## src/rtl/a2d_sched.sv

```systemverilog
`default_nettype none
// ============================================================================
// Module      : a2d_sched
// Description : Sequences A2D conversions over an SPI master. Each conversion
//               is a channel-select transaction followed by a read
//               transaction, separated by GAP_CYC idle clocks. The channel
//               pointer walks lft_ld(ch0) -> rght_ld(ch4) -> steer_pot(ch5)
//               -> batt(ch6) and wraps back to lft_ld.
//               Optional macro A2D_SCHED_SWEEP_EN: one accepted nxt converts
//               all four channels in pointer order. Undefined (the default):
//               one channel per nxt.
// Ports       : clk        - system clock, rising edge
//               rst        - synchronous active-high reset
//               nxt        - single-cycle conversion request
//               wrt        - single-cycle start strobe to the SPI master
//               cmd[15:0]  - SPI command word, stable from wrt to done
//               done       - SPI transaction-complete pulse
//               rd_data    - SPI received word, [11:0] is the result
//               lft_ld, rght_ld, steer_pot, batt [11:0] - latest results
//               busy       - conversion in progress
//               cnv_cmplt  - single-cycle conversion/sweep complete pulse
// Revision    : 1.0 - initial release
// ============================================================================
module a2d_sched #(
    parameter int unsigned GAP_CYC = 2
) (
    input  logic        clk,
    input  logic        rst,
    input  logic        nxt,
    output logic        wrt,
    output logic [15:0] cmd,
    input  logic        done,
    input  logic [15:0] rd_data,
    output logic [11:0] lft_ld,
    output logic [11:0] rght_ld,
    output logic [11:0] steer_pot,
    output logic [11:0] batt,
    output logic        busy,
    output logic        cnv_cmplt
);

    localparam logic [2:0] c_st_idle     = 3'd0;
    localparam logic [2:0] c_st_sel      = 3'd1;
    localparam logic [2:0] c_st_wait_sel = 3'd2;
    localparam logic [2:0] c_st_gap      = 3'd3;
    localparam logic [2:0] c_st_rd       = 3'd4;
    localparam logic [2:0] c_st_wait_rd  = 3'd5;
    localparam logic [2:0] c_st_done     = 3'd6;

    localparam logic [3:0] c_gap_last = 4'(GAP_CYC - 1);

    logic [2:0]  r_state;
    logic [2:0]  w_state_nxt;
    logic [1:0]  r_ptr;
    logic [3:0]  r_gap_cnt;
    logic        r_gap_to_sel;
    logic        r_wrt;
    logic [15:0] r_cmd;
    logic [11:0] r_lft;
    logic [11:0] r_rght;
    logic [11:0] r_steer;
    logic [11:0] r_batt;

    logic        w_issue;
    logic        w_load;
    logic        w_ptr_adv;
    logic        w_more;
    logic        w_gap_last;
    logic [2:0]  w_ch;
    logic        w_unused_rd_hi;

    // Upper nibble of the received word carries no result bits.
    assign w_unused_rd_hi = ^rd_data[15:12];

`ifdef A2D_SCHED_SWEEP_EN
    // Keep going until the batt channel has been read.
    assign w_more = (r_ptr != 2'd3);
`else
    assign w_more = 1'b0;
`endif

    // Pointer slot to physical A2D channel number.
    always_comb begin
        w_ch = 3'd0;
        case (r_ptr)
            2'd0:    w_ch = 3'd0;
            2'd1:    w_ch = 3'd4;
            2'd2:    w_ch = 3'd5;
            default: w_ch = 3'd6;
        endcase
    end

    assign w_gap_last = (r_gap_cnt == c_gap_last);

    // wrt is registered: a transaction is "issued" one cycle before its
    // strobe appears. SEL issues straight away; the read (and, in sweep mode,
    // the next channel's select) is issued on the last GAP cycle so that
    // exactly GAP_CYC idle clocks separate the previous done from the strobe.
    always_comb begin
        w_state_nxt = r_state;
        w_issue     = 1'b0;
        w_load      = 1'b0;
        w_ptr_adv   = 1'b0;
        case (r_state)
            c_st_idle: begin
                if (nxt) begin
                    w_state_nxt = c_st_sel;
                end
            end
            c_st_sel: begin
                w_issue     = 1'b1;
                w_state_nxt = c_st_wait_sel;
            end
            c_st_wait_sel: begin
                if (done) begin
                    w_state_nxt = c_st_gap;
                end
            end
            c_st_gap: begin
                if (w_gap_last) begin
                    w_issue     = 1'b1;
                    w_state_nxt = r_gap_to_sel ? c_st_wait_sel : c_st_rd;
                end
            end
            c_st_rd: begin
                w_state_nxt = c_st_wait_rd;
            end
            c_st_wait_rd: begin
                if (done) begin
                    w_load = 1'b1;
                    if (w_more) begin
                        w_ptr_adv   = 1'b1;
                        w_state_nxt = c_st_gap;
                    end else begin
                        w_state_nxt = c_st_done;
                    end
                end
            end
            c_st_done: begin
                w_ptr_adv   = 1'b1;
                w_state_nxt = c_st_idle;
            end
            default: begin
                w_state_nxt = c_st_idle;
            end
        endcase
    end

    always_ff @(posedge clk) begin
        if (rst) begin
            r_state <= c_st_idle;
        end else begin
            r_state <= w_state_nxt;
        end
    end

    always_ff @(posedge clk) begin
        if (rst) begin
            r_ptr        <= 2'd0;
            r_gap_cnt    <= 4'd0;
            r_gap_to_sel <= 1'b0;
            r_wrt        <= 1'b0;
            r_cmd        <= 16'h0000;
            r_lft        <= 12'h000;
            r_rght       <= 12'h000;
            r_steer      <= 12'h000;
            r_batt       <= 12'h000;
        end else begin
            r_wrt <= w_issue;
            if (w_issue) begin
                r_cmd <= {2'b00, w_ch, 11'h000};
            end

            if (r_state == c_st_gap) begin
                r_gap_cnt <= r_gap_cnt + 4'd1;
            end else begin
                r_gap_cnt <= 4'd0;
            end

            // Remembers what the coming GAP leads into: a read after a
            // select, or the next channel's select after a sweep read.
            if (r_state == c_st_wait_sel) begin
                r_gap_to_sel <= 1'b0;
            end else if (r_state == c_st_wait_rd) begin
                r_gap_to_sel <= 1'b1;
            end

            if (w_load) begin
                case (r_ptr)
                    2'd0:    r_lft   <= rd_data[11:0];
                    2'd1:    r_rght  <= rd_data[11:0];
                    2'd2:    r_steer <= rd_data[11:0];
                    default: r_batt  <= rd_data[11:0];
                endcase
            end

            if (w_ptr_adv) begin
                r_ptr <= r_ptr + 2'd1;
            end
        end
    end

    assign wrt       = r_wrt;
    assign cmd       = r_cmd;
    assign lft_ld    = r_lft;
    assign rght_ld   = r_rght;
    assign steer_pot = r_steer;
    assign batt      = r_batt;
    assign busy      = (r_state != c_st_idle);
    assign cnv_cmplt = (r_state == c_st_done);

endmodule
`default_nettype wire

```

## config.mk

```make
export PLATFORM = sky130hd
export DESIGN_NAME = a2d_sched
export DESIGN_NICKNAME = d
export VERILOG_FILES = /design/src/rtl/a2d_sched.sv
export SDC_FILE = /design/constraint.sdc
export NUM_CORES = 1
export LEC_CHECK = 0
export CAP_MARGIN = 30
export CORE_ASPECT_RATIO = 0.75
export CORE_MARGIN = 2
export CORE_UTILIZATION = 50
export DETAILED_ROUTE_END_ITERATION = 8
export PLACE_DENSITY_LB_ADDON = 0.1
export SETUP_SLACK_MARGIN = 0.3
export SLEW_MARGIN = 10
export SYNTH_ARGS = -nofsm -noshare
export SYNTH_HDL_FRONTEND = slang
export SYNTH_SLANG_ARGS = --single-unit
```

## constraint.sdc

```tcl
create_clock -name clk -period 3.35 [get_ports clk]
set_clock_uncertainty 0.1 [all_clocks]
set_input_delay 0.67 -clock clk [delete_from_list [all_inputs] [get_ports clk]]
set_output_delay 0.67 -clock clk [all_outputs]
set_load 0.05 [all_outputs]
```

# Word level (Yosys, flattened, before mapping)
# Cells that the tools add are included.
[totals]
regBits = 62
latch_bits = 0
ramBits = 0
romBits = 0
in_bits = 20
output_inout_bits = 67
n_memories = 0
[classes]
add_sub_neg = 2
multipliers = 0
n_div = 0
magnitude_cmp = 0
eq_ne = 13
shifts = 0
mux = 12
bitwise_logic = 2
reduce_logical = 11
[ops]
columns = ["operator", "count"]
rows = [
  ["one-hot mux 3 bit (6 select lines)", 1],
  ["2-to-1 mux 3 bit", 5],
  ["equality test 3 bit, second input constant", 3],
  ["one-hot mux 3 bit (3 select lines)", 1],
  ["!= test 2 bit, second input constant", 4],
  ["AND reduction 2 bit", 4],
  ["equality test 3 x 2 -> 1 bit, second input constant", 2],
  ["adder 4 x 1 -> 4 bit, second input constant", 1],
  ["equality test 4 x 1 -> 1 bit, second input constant", 1],
  ["2-to-1 mux 1 bit", 4],
  ["AND reduction 4 bit", 1],
  ["OR reduction 2 bit", 2],
  ["equality test 3 x 1 -> 1 bit, second input constant", 1],
  ["logical NOT 3 bit", 1],
  ["nonzero test 3 bit", 1],
  ["OR reduction 3 bit", 1],
  ["adder 2 x 1 -> 2 bit, second input constant", 1],
  ["equality test 2 x 1 -> 1 bit, second input constant", 1],
  ["equality test 2 bit, second input constant", 1],
  ["logical NOT 2 bit", 1],
  ["NOT 1 bit", 2],
  ["one-hot mux 1 bit (2 select lines)", 1],
]

# Longest topological paths before layout
# Gate-level depths: netlist of run 1.
[logic_depth]
word_depth = 4
mapped_depth = 5

# Worst setup path before layout of run 1
# OpenSTA, ideal clock, no wires.
[synth_path]
path_type = "register to output"
from = "register r_state[2]"
to = "output port cnv_cmplt"
arrival_time_ps = 1144
t_required_ps = 2580
slack_ps = 1436
stages_incl_launch_ff = 4
path_buffers = 2
cell_sequence = "dfxtp_1 > buf_2 > and3b_1 > clkbuf_1"
[synth_via]
elab_chain_len = 1
[synth_rtl]
columns = ["item", "line_no", "source"]
rows = [
  ["from (decl)", "52", "logic [2:0] r_state;"],
  ["from (signal assigned)", "151", "r_state <= c_st_idle;"],
  ["from (signal assigned)", "153", "r_state <= w_state_nxt;"],
  ["equality test 3 bit", "210", "assign cnv_cmplt = (r_state == c_st_done);"],
  ["to (decl)", "39", "output logic cnv_cmplt"],
]
# Every way passes these cells.

# Worst setup path after layout of run 1
[layout_path]
from = "register r_state[1]"
to = "output port cnv_cmplt"
# The elaborated chain is that of the path after synthesis.

==> out/metrics.yaml, run 1 <==
grt:
  grt.total_usage: 0.1910
  grt_max_degree: 75
  grt_overflow: 0
  antenna_found_initial: 0
  grt_pass1_wl_mm: 8.528
  grt_pass1_vias: 1731
final_layout:
  layout.nets: 356
  instances_no_fill: 408
  drive_gt1_frac: 0.06006
  area_growth_syn_to_layout_pct: 32.41
  final-seq-area_sq_um: 1241
  nFillCells: 427
  diodes: 0
  finalInstanceArea_sq_um: 3635
  multi_input_area_sq_um: 1353
  final_util: 0.6827
detailed_routing:
  drt-total-wl_mm: 5.464
  wirelength_met1_mm: 2.557
  route.detailed.vias_per_inst: 4.806
  dr.first_iter.drc_count: 64
  wl_per_cell_microns: 13.39
  route.met2.wl_mm: 2.496
  highest-signal-layer: "met4"
  drt_pass1_iterations: 4
  antenna_left: 0
  route.met3.wl_microns: 377
  post-route-drc-count: 0
  vias: 1961
critical_path:
  reg2reg_slack_ps: 1440
  cp_max_fo: 12
  crit_required_ps: 2580
  crit_type: "reg -> out"
  cp-start-kind: "flip-flop"
  crit_arrival_ps: 2140
  cp-end-kind: "output pin"
floorplanning:
  core_region_area_sq_um: 5324
  num_io_pins: 87
  fp.dieH_microns: 68.17
  rows: 23
  die-width_microns: 89.56
  initial_core_util: 0.5156
  die_area_sq_um: 6105
synth:
  postSynthAreaPerCell_sq_um: 10.32
  netlist_instances: 266
  yosysTopAreaCell: "dfxtp_1"
  ys.flop_type: "dfxtp_1"
  async_flop_share: 0
  synth_seq_area_share: 0.4521
  netlist_area_sq_um: 2745
  synth_area_leaders: "dfxtp_1, mux2i_1, nand2b_1"
  ys_types: 33
  synth_edf_count: 0
  synth_top_cell_area_share: 0.4521
  ys_warn_count: 0
  ys_seq_elements: 62
pwr:
  clkPwrFrac: 0.446
  p_comb_frac: 0.092
  power_leakage_nw: 1.537
  p_total_mw: 1.645
  powerDensity_nw_per_um2: 452.6
  seqPwrFrac: 0.462
  peakVddDrop_mv: 0.2400
  swShare: 0.2340
  power_switching_uw: 384.9
  p_int_mw: 1.260
clock_tree:
  cts_setup_buffers: 0
  htree_levels: 3
  cts_tree: "built"
  cts_buffers: 9
  clockBufferDepth: 2
  ctsResizeCount: 0
  clk_pin_slew_ps: 70
  cts.sinks: 62
  clkLatencyLatePin_ps: 330
  cts-hold-fix-buffers: 0
  clock_tree.root_cell: "clkbuf_8"
sta:
  fmax_mhz: 343.8
  tightest_slew_ps: 748.2
  finalSetupViolCount: 0
  hold_slack_ps: 374.0
  rsz0062_at_grt: "no"
  relSlewSlack: 0.5000
  fin_crit_sh: 0.8682
  layout_setup_ws_ps: 441.5
  setup_tns_ps: 0
  drv_slew: 0
  finalWorstPathRequiredPeriod_ps: 2909
  hold_violations: 0
placed_design:
  dp_hpwl_mm: 3.743
  preCtsSetupSlack_ps: 818.7
  post-place-cells: 392
  place_congestion: 0.8528
  portBuffers: 69
  placed_area_sq_um: 3392
outcome:
  outcome: "finished clean"
run:
  drv_cap: 0
worst_hold_path:
  hp-class: "reg -> reg"
-- per-layer routing --
layer	vias to the layer above	global-route usage
met1	917	0.2450
met3	4	0.08806
met5	-	0
li1	977	-
met2	63	0.2886
met4	0	0.05597
-- registers in the layout, summed over array words and instances, names as in the netlist --
name          cells
r_ptr             2
r_state           3
batt             12
r_gap_cnt         4
lft_ld           12
steer_pot        12
rght_ld          12
wrt               1
cmd               3
r_gap_to_sel      1
-- layout by cell type (no fill, tap or decap), types with 2 or more instances in the layout --
master / netlist / routed
dfxtp_1: 62 / 62
nand2_1: 6 / 6
bufinv_16: 0 / 2
xnor2_1: 2 / 2
mux2i_1: 52 / 52
a21oi_1: 2 / 2
o21ai_0: 3 / 3
nor2b_1: 3 / 3
conb_1: 1 / 13
inv_1: 5 / 5
nand2b_1: 65 / 65
clkdlybuf4s50_1: 0 / 68
ha_1: 7 / 7
nor2_1: 7 / 7
and2_1: 2 / 2
or3_1: 3 / 3
clkbuf_8: 0 / 11
-- power by group through the flow --
| stage | Clock [mW] | Combinational (mW) | Sequential, mW |
|---|---|---|---|
| 3_3_place_gp | 0 | 0.148 | 0.775 |
| 4_1_cts | 0.748 | 0.149 | 0.759 |
| 6_report | 0.734 | 0.151 | 0.760 |
| 5_1_grt | 0.778 | 0.162 | 0.762 |
| 2_1_floorplan | 0 | 0.129 | 0.770 |
| 3_5_place_dp | 0 | 0.148 | 0.776 |
-- final cells by class --
class / count / share of cell area
multi-input cells: 181 / 0.3721
flip-flops and latches: 62 / 0.3415
repair buffers: 70 / 0.1941
clock buffers: 12 / 0.04269
well taps: 75 / 0.02582
clock inverters: 3 / 0.01859
inverters: 5 / 0.005164
-- cells in the mapped netlist (2+ instances only) --
cell / count
ha_1: 7
a21oi_1: 2
or3_1: 3
mux2i_1: 52
nor2b_1: 3
o21ai_0: 3
nand2b_1: 65
xnor2_1: 2
inv_1: 5
and2_1: 2
buf_2: 7
nand2_1: 6
nor2_1: 7
clkbuf_1: 8
buf_4: 15
dfxtp_1: 62
-- logic make-up after synthesis --
| family | Yosys count | share of synthesized area |
|---|---|---|
| multiplexers | 53 | 0.1937 |
| XOR/XNOR | 3 | 0.009573 |
| flip-flops | 62 | 0.4521 |
| buffers and inverters | 35 | 0.07156 |
| other | 1 | 0.001366 |
| AND/OR/NAND/NOR | 93 | 0.2065 |
| adder cells (fa/ha/maj) | 7 | 0.03190 |
| AO/OA/AOI/OAI | 12 | 0.03328 |
-- final timing paths --
kind	from	endpoint	cells after the start
setup / recovery	r_state[1]$_SDFFE_PP0P_	cnv_cmplt	2
hold / removal	cmd[11]$_SDFFE_PP0P_	cmd[11]$_SDFFE_PP0P_	2
setup reg to reg	r_state[1]$_SDFFE_PP0P_	rght_ld[9]$_SDFFE_PP0P_	3
hold reg to reg	cmd[11]$_SDFFE_PP0P_	cmd[11]$_SDFFE_PP0P_	2
-- worst max-delay path, cell delays in order (launching register included) --
cell and delay, ps:
dfxtp_1 600, and3b_1 360, clkdlybuf4s50_1 850
Power figures use the tool's default switching activity.
==> run 2: changes to the inputs <==
- REMOVE_ABC_BUFFERS: default -> 1
==> run 2 against run 1 <==
Compared with the run above:
- non-clock buffer count did not move
- critical path depth did not move
- fmax rose by 1.6%
- critical endpoint unchanged
- via count rose by 0.10%
- largest cell class unchanged
- clock-buffer cell count did not move
- first-iteration DRC count rose by 28%
- global-route usage fell by 0.16 points
- routed wire length rose by 0.27%
==> out/metrics.yaml, run 2 (synthesized netlist as in run 1, its figures left out) <==
critical_path:
  crit_required_ps: 2580  # about the same
  crit_arrival_ps: 2090  # -50 ps
  cp-end-kind: "output pin"
  cp-start-kind: "flip-flop"
  crit_type: "reg -> out"
  cp_max_fo: 12  # unchanged
pwr:
  power_leakage_nw: 1.539  # +0.11%
  powerDensity_nw_per_um2: 447.1  # -1.2%
  peakVddDrop_mv: 0.2461  # +2.5%
final_layout:
  layout.nets: 356  # unchanged
  nFillCells: 434  # +1.6%
  area_growth_syn_to_layout_pct: 32.13
  drive_gt1_frac: 0.05988  # -0.0001798
  final_common_cell: "clkdlybuf4s50_1"
  most-common-layout-cells: "clkdlybuf4s50_1, nand2b_1, dfxtp_1"
  diodes: 0  # unchanged
detailed_routing:
  dr.first_iter.drc_count: 82  # +28%
  vias: 1963  # +0.10%
  wl_per_cell_microns: 13.40  # about the same
  drt-total-wl_mm: 5.479  # +0.27%
  post-route-drc-count: 0  # unchanged
  antenna_left: 0  # unchanged
  drt_pass1_iterations: 4  # unchanged
  route.detailed.vias_per_inst: 4.800  # -0.14%
floorplanning:
  rows: 23  # unchanged
  die_area_sq_um: 6105  # unchanged
  core_region_area_sq_um: 5324  # unchanged
  fp.dieH_microns: 68.17  # unchanged
  num_io_pins: 87  # unchanged
  initial_core_util: 0.5156  # unchanged
  die-width_microns: 89.56  # unchanged
grt:
  grt_pass1_wl_mm: 8.521  # about the same
  use_met1: 0.2468  # +0.001866
  grt_overflow: 0  # unchanged
  grt.total_usage: 0.1894  # -0.001633
  grt_max_degree: 75  # unchanged
  grt.met3_usage: 0.09047  # +0.002413
  top_usage_layer: "met2"
  grtUsageMet2: 0.2702  # -0.01838
  antenna_found_initial: 0  # unchanged
  grt_pass1_vias: 1754  # +1.3%
sta:
  relSlewSlack: 0.4731  # -0.02688
  fmax_mhz: 349.3  # +1.6%
  tightest_slew_ps: 788.4  # +40.22 ps
  finalWorstPathRequiredPeriod_ps: 2863  # -45.56 ps
  rsz0062_at_grt: "no"
  setup_tns_ps: 0  # unchanged
  hold_violations: 0  # unchanged
  layout_setup_ws_ps: 487.0  # +45.56 ps
  fin_crit_sh: 0.8546  # -0.01360
  drv_slew: 0  # unchanged
  finalSetupViolCount: 0  # unchanged
worst_hold_path:
  hp-class: "reg -> reg"
clock_tree:
  cts_setup_buffers: 0  # unchanged
  cts_tree: "built"
  clockBufferDepth: 2  # unchanged
  cts-hold-fix-buffers: 0  # unchanged
  clk_pin_slew_ps: 60  # about the same
  clock_tree.root_cell: "clkbuf_8"
  ctsResizeCount: 0  # unchanged
  clkLatencyLatePin_ps: 330  # about the same
  cts.sinks: 62  # unchanged
  cts_buffers: 9  # unchanged
  htree_levels: 3  # unchanged
placed_design:
  place_congestion: 0.7900  # -7.4%
  portBuffers: 69  # unchanged
  preCtsSetupSlack_ps: 809.5  # -9.211 ps
  dp_hpwl_mm: 3.636  # -2.8%
outcome:
  outcome: "finished clean"
run:
  drv_cap: 0  # unchanged
-- run 2: critical path, stage by stage, from the launching register on --
cell and delay [ps]:
dfxtp_1 590, and3b_1 340, clkdlybuf4s50_1 830
-- run 2: final cells by class --
class                   count  area, sq um  area share
repair buffers             70        705.7      0.1945
clock buffers              12        145.1     0.04001
inverters                   5        18.77    0.005174
well taps                  75        93.84     0.02587
flip-flops and latches     62         1241      0.3422
multi-input cells         181         1353      0.3729
clock inverters             4        70.07     0.01932
-- run 2: per-layer routing --
layer / up-vias / share of wire / wire [microns]
met2: 75 / 0.44 / 2427
met5: - / 0 / 0
met4: 0 / 0.0093 / 51
li1: 978 / - / -
met3: 6 / 0.077 / 424
met1: 904 / 0.47 / 2574
-- run 2: stage by stage --
step           power (mW)  area (sq um)  instances  hold WS [ps]  utilization
2_1_floorplan      0.8761          2613        248         333.7            -
3_3_place_gp       0.9228          3392        392         351.5       0.6371
3_5_place_dp       0.9240          3392        392         364.9       0.6371
4_1_cts             1.631          3607        408         375.2       0.6776
5_1_grt             1.684          3627        409         393.2       0.6813
6_report            1.622          3627        409         372.0       0.6813
-- run 2: report_power, final --
part,internal [mW],total [mW],switching (mW)
combinational,0.0603,0.151,0.0903
sequential,0.744,0.760,0.0160
clock,0.437,0.711,0.274
-- run 2: path summary, 6_finish.rpt --
path	startpoint	end	slack, ps	cells past startpoint
worst max register to register	r_state[1]$_SDFFE_PP0P_	steer_pot[11]$_SDFFE_PP0P_	1370	3
worst max-delay path	r_state[1]$_SDFFE_PP0P_	cnv_cmplt	490	2
worst min-delay path	r_gap_cnt[0]$_SDFF_PP0_	r_gap_cnt[0]$_SDFF_PP0_	370	1
worst min register to register	r_gap_cnt[0]$_SDFF_PP0_	r_gap_cnt[0]$_SDFF_PP0_	370	1
==> run 3: changes to the inputs <==
--- a/constraint.sdc
+++ b/constraint.sdc
@@ -4,2 +4,2 @@
 set_output_delay 0.67 -clock clk [all_outputs]
-set_load 0.05 [all_outputs]
+set_load 0.01 [all_outputs]
==> run 3 against run 2 <==
Compared with the run above:
- sequential power about the same
- flip-flop and latch count unchanged
- highest routed layer unchanged
- critical path depth unchanged
==> out/metrics.yaml, run 3 (synthesized netlist as in run 1, its figures left out) <==
clock_tree:
  cts.sinks: 62  # unchanged
  cts_setup_buffers: 0  # unchanged
  clk_pin_slew_ps: 60  # about the same
  htree_levels: 3  # unchanged
  ctsResizeCount: 0  # unchanged
  cts_buffers: 9  # unchanged
  cts-hold-fix-buffers: 0  # unchanged
  clockBufferDepth: 2  # unchanged
  clock_tree.root_cell: "clkbuf_8"
  cts_tree: "built"
  clkLatencyLatePin_ps: 330  # about the same
critical_path:
  cp-end-kind: "output pin"
  crit_slowest_cell: "dfxtp_1"
  crit_arrival_ps: 1810  # -280 ps
  crit_type: "reg -> out"
  cp-start-kind: "flip-flop"
  path_delay_family: "flip-flops"
  path_buf_inv: 1  # unchanged
  rr_startpoint: "r_state[1]$_SDFFE_PP0P_"
  critPathLaunch: "r_state[1]$_SDFFE_PP0P_"
  crit_required_ps: 2580  # about the same
  cp_max_fo: 12  # unchanged
  rr_worst_depth: 3  # unchanged
  cpPeakStageDelay_ps: 580  # -250 ps
  path_depth: 2  # unchanged
  path_cells: "and3b_1 -> clkdlybuf4s50_1"
run:
  drv_cap: 0  # unchanged
detailed_routing:
  drt_pass1_iterations: 4  # unchanged
  vias: 1904  # -3.0%
  antenna_left: 0  # unchanged
  route.met3.wl_microns: 418  # -1.4%
  wirelength_met1_mm: 2.542  # -1.2%
  route.detailed.vias_per_inst: 4.678  # -2.5%
  route.met2.wl_mm: 2.338  # -3.7%
  post-route-drc-count: 0  # unchanged
  drt-total-wl_mm: 5.362  # -2.1%
  wl_per_cell_microns: 13.17  # -1.7%
  dr.first_iter.drc_count: 68  # -17%
  highest-signal-layer: "met4"
outcome:
  outcome: "finished clean"
floorplanning:
  initial_core_util: 0.5156  # unchanged
  rows: 23  # unchanged
  core_region_area_sq_um: 5324  # unchanged
  die_area_sq_um: 6105  # unchanged
  die-width_microns: 89.56  # unchanged
  fp.dieH_microns: 68.17  # unchanged
  num_io_pins: 87  # unchanged
final_layout:
  most-common-layout-cells: "clkdlybuf4s50_1, nand2b_1, dfxtp_1"
  multi_input_area_sq_um: 1353  # unchanged
  drive_gt1_frac: 0.05723  # -0.002651
  final-seq-area_sq_um: 1241  # unchanged
  final_common_cell: "clkdlybuf4s50_1"
  finalInstanceArea_sq_um: 3586  # -1.1%
  diodes: 0  # unchanged
  area_growth_syn_to_layout_pct: 30.63
  nFillCells: 436  # +0.46%
  layout.nets: 356  # unchanged
placed_design:
  dp_hpwl_mm: 3.600  # -1.0%
  place_congestion: 0.7901  # about the same
  portBuffers: 69  # unchanged
  preCtsSetupSlack_ps: 814.5  # +4.999 ps
  placed_area_sq_um: 3392  # unchanged
sta:
  fmax_mhz: 387.8  # +11%
  layout_setup_ws_ps: 771.5  # +284.5 ps
  relSlewSlack: 0.4659  # -0.007197
  finalWorstPathRequiredPeriod_ps: 2578  # -284.5 ps
  setup_tns_ps: 0  # unchanged
  fin_crit_sh: 0.7697  # -0.08492
  finalSetupViolCount: 0  # unchanged
  rsz0062_at_grt: "no"
  tightest_slew_ps: 799.2  # +10.77 ps
  drv_slew: 0  # unchanged
  hold_violations: 0  # unchanged
worst_hold_path:
  worstHoldPathCells: 1  # unchanged
  hp-start: "r_gap_cnt[0]$_SDFF_PP0_"
  hp-class: "reg -> reg"
grt:
  grt_pass1_vias: 1695  # -3.4%
  antenna_found_initial: 0  # unchanged
  grt_overflow: 0  # unchanged
  grt.total_usage: 0.1865  # -0.002862
  grt_max_degree: 75  # unchanged
  grt_pass1_wl_mm: 8.245  # -3.2%
pwr:
  power_leakage_nw: 1.520  # -1.2%
  powerDensity_nw_per_um2: 404.5  # -9.5%
  peakVddDrop_mv: 0.2445  # -0.68%
==> run 3: power by group <==
part | internal [mW] | leakage [nW] | switching [mW]
sequential | 0.744 | 0.500 | 0.0154
combinational | 0.0603 | 0.929 | 0.0491
clock | 0.320 | 0.0914 | 0.262
total | 1.12 | 1.52 | 0.326
==> run 3: final timing paths <==
path                                                end  slack, ps
worst max-delay path                          cnv_cmplt        770
worst min-delay path            r_gap_cnt[0]$_SDFF_PP0_        370
worst max register to register  rght_ld[6]$_SDFFE_PP0P_       1390
worst min register to register  r_gap_cnt[0]$_SDFF_PP0_        370
==> run 3: routing by layer <==
layer,vias to the layer above,GRT usage
li1,976,-
met1,853,0.2311
met2,69,0.2693
met3,6,0.1074
met4,0,0.06716
met5,-,0
==> run 3: cell type report <==
type | count | share of cell area
tap | 75 | 0.02617
multi-input combinational | 181 | 0.3772
sequential | 62 | 0.3461
clock inverter | 1 | 0.001396
clock buffer | 13 | 0.04710
inverter | 5 | 0.005234
timing repair buffer | 70 | 0.1968
==> run 3: per-stage QoR <==
stage	std cells	hold WS [ps]	power [mW]	util
after floorplan	248	333.7	0.8352	-
after global placement	392	351.5	0.8822	0.6371
after detailed placement	392	365.1	0.8829	0.6371
after CTS	406	374.8	1.467	0.6698
after global routing	407	390.2	1.515	0.6736
final	407	370.5	1.451	0.6736
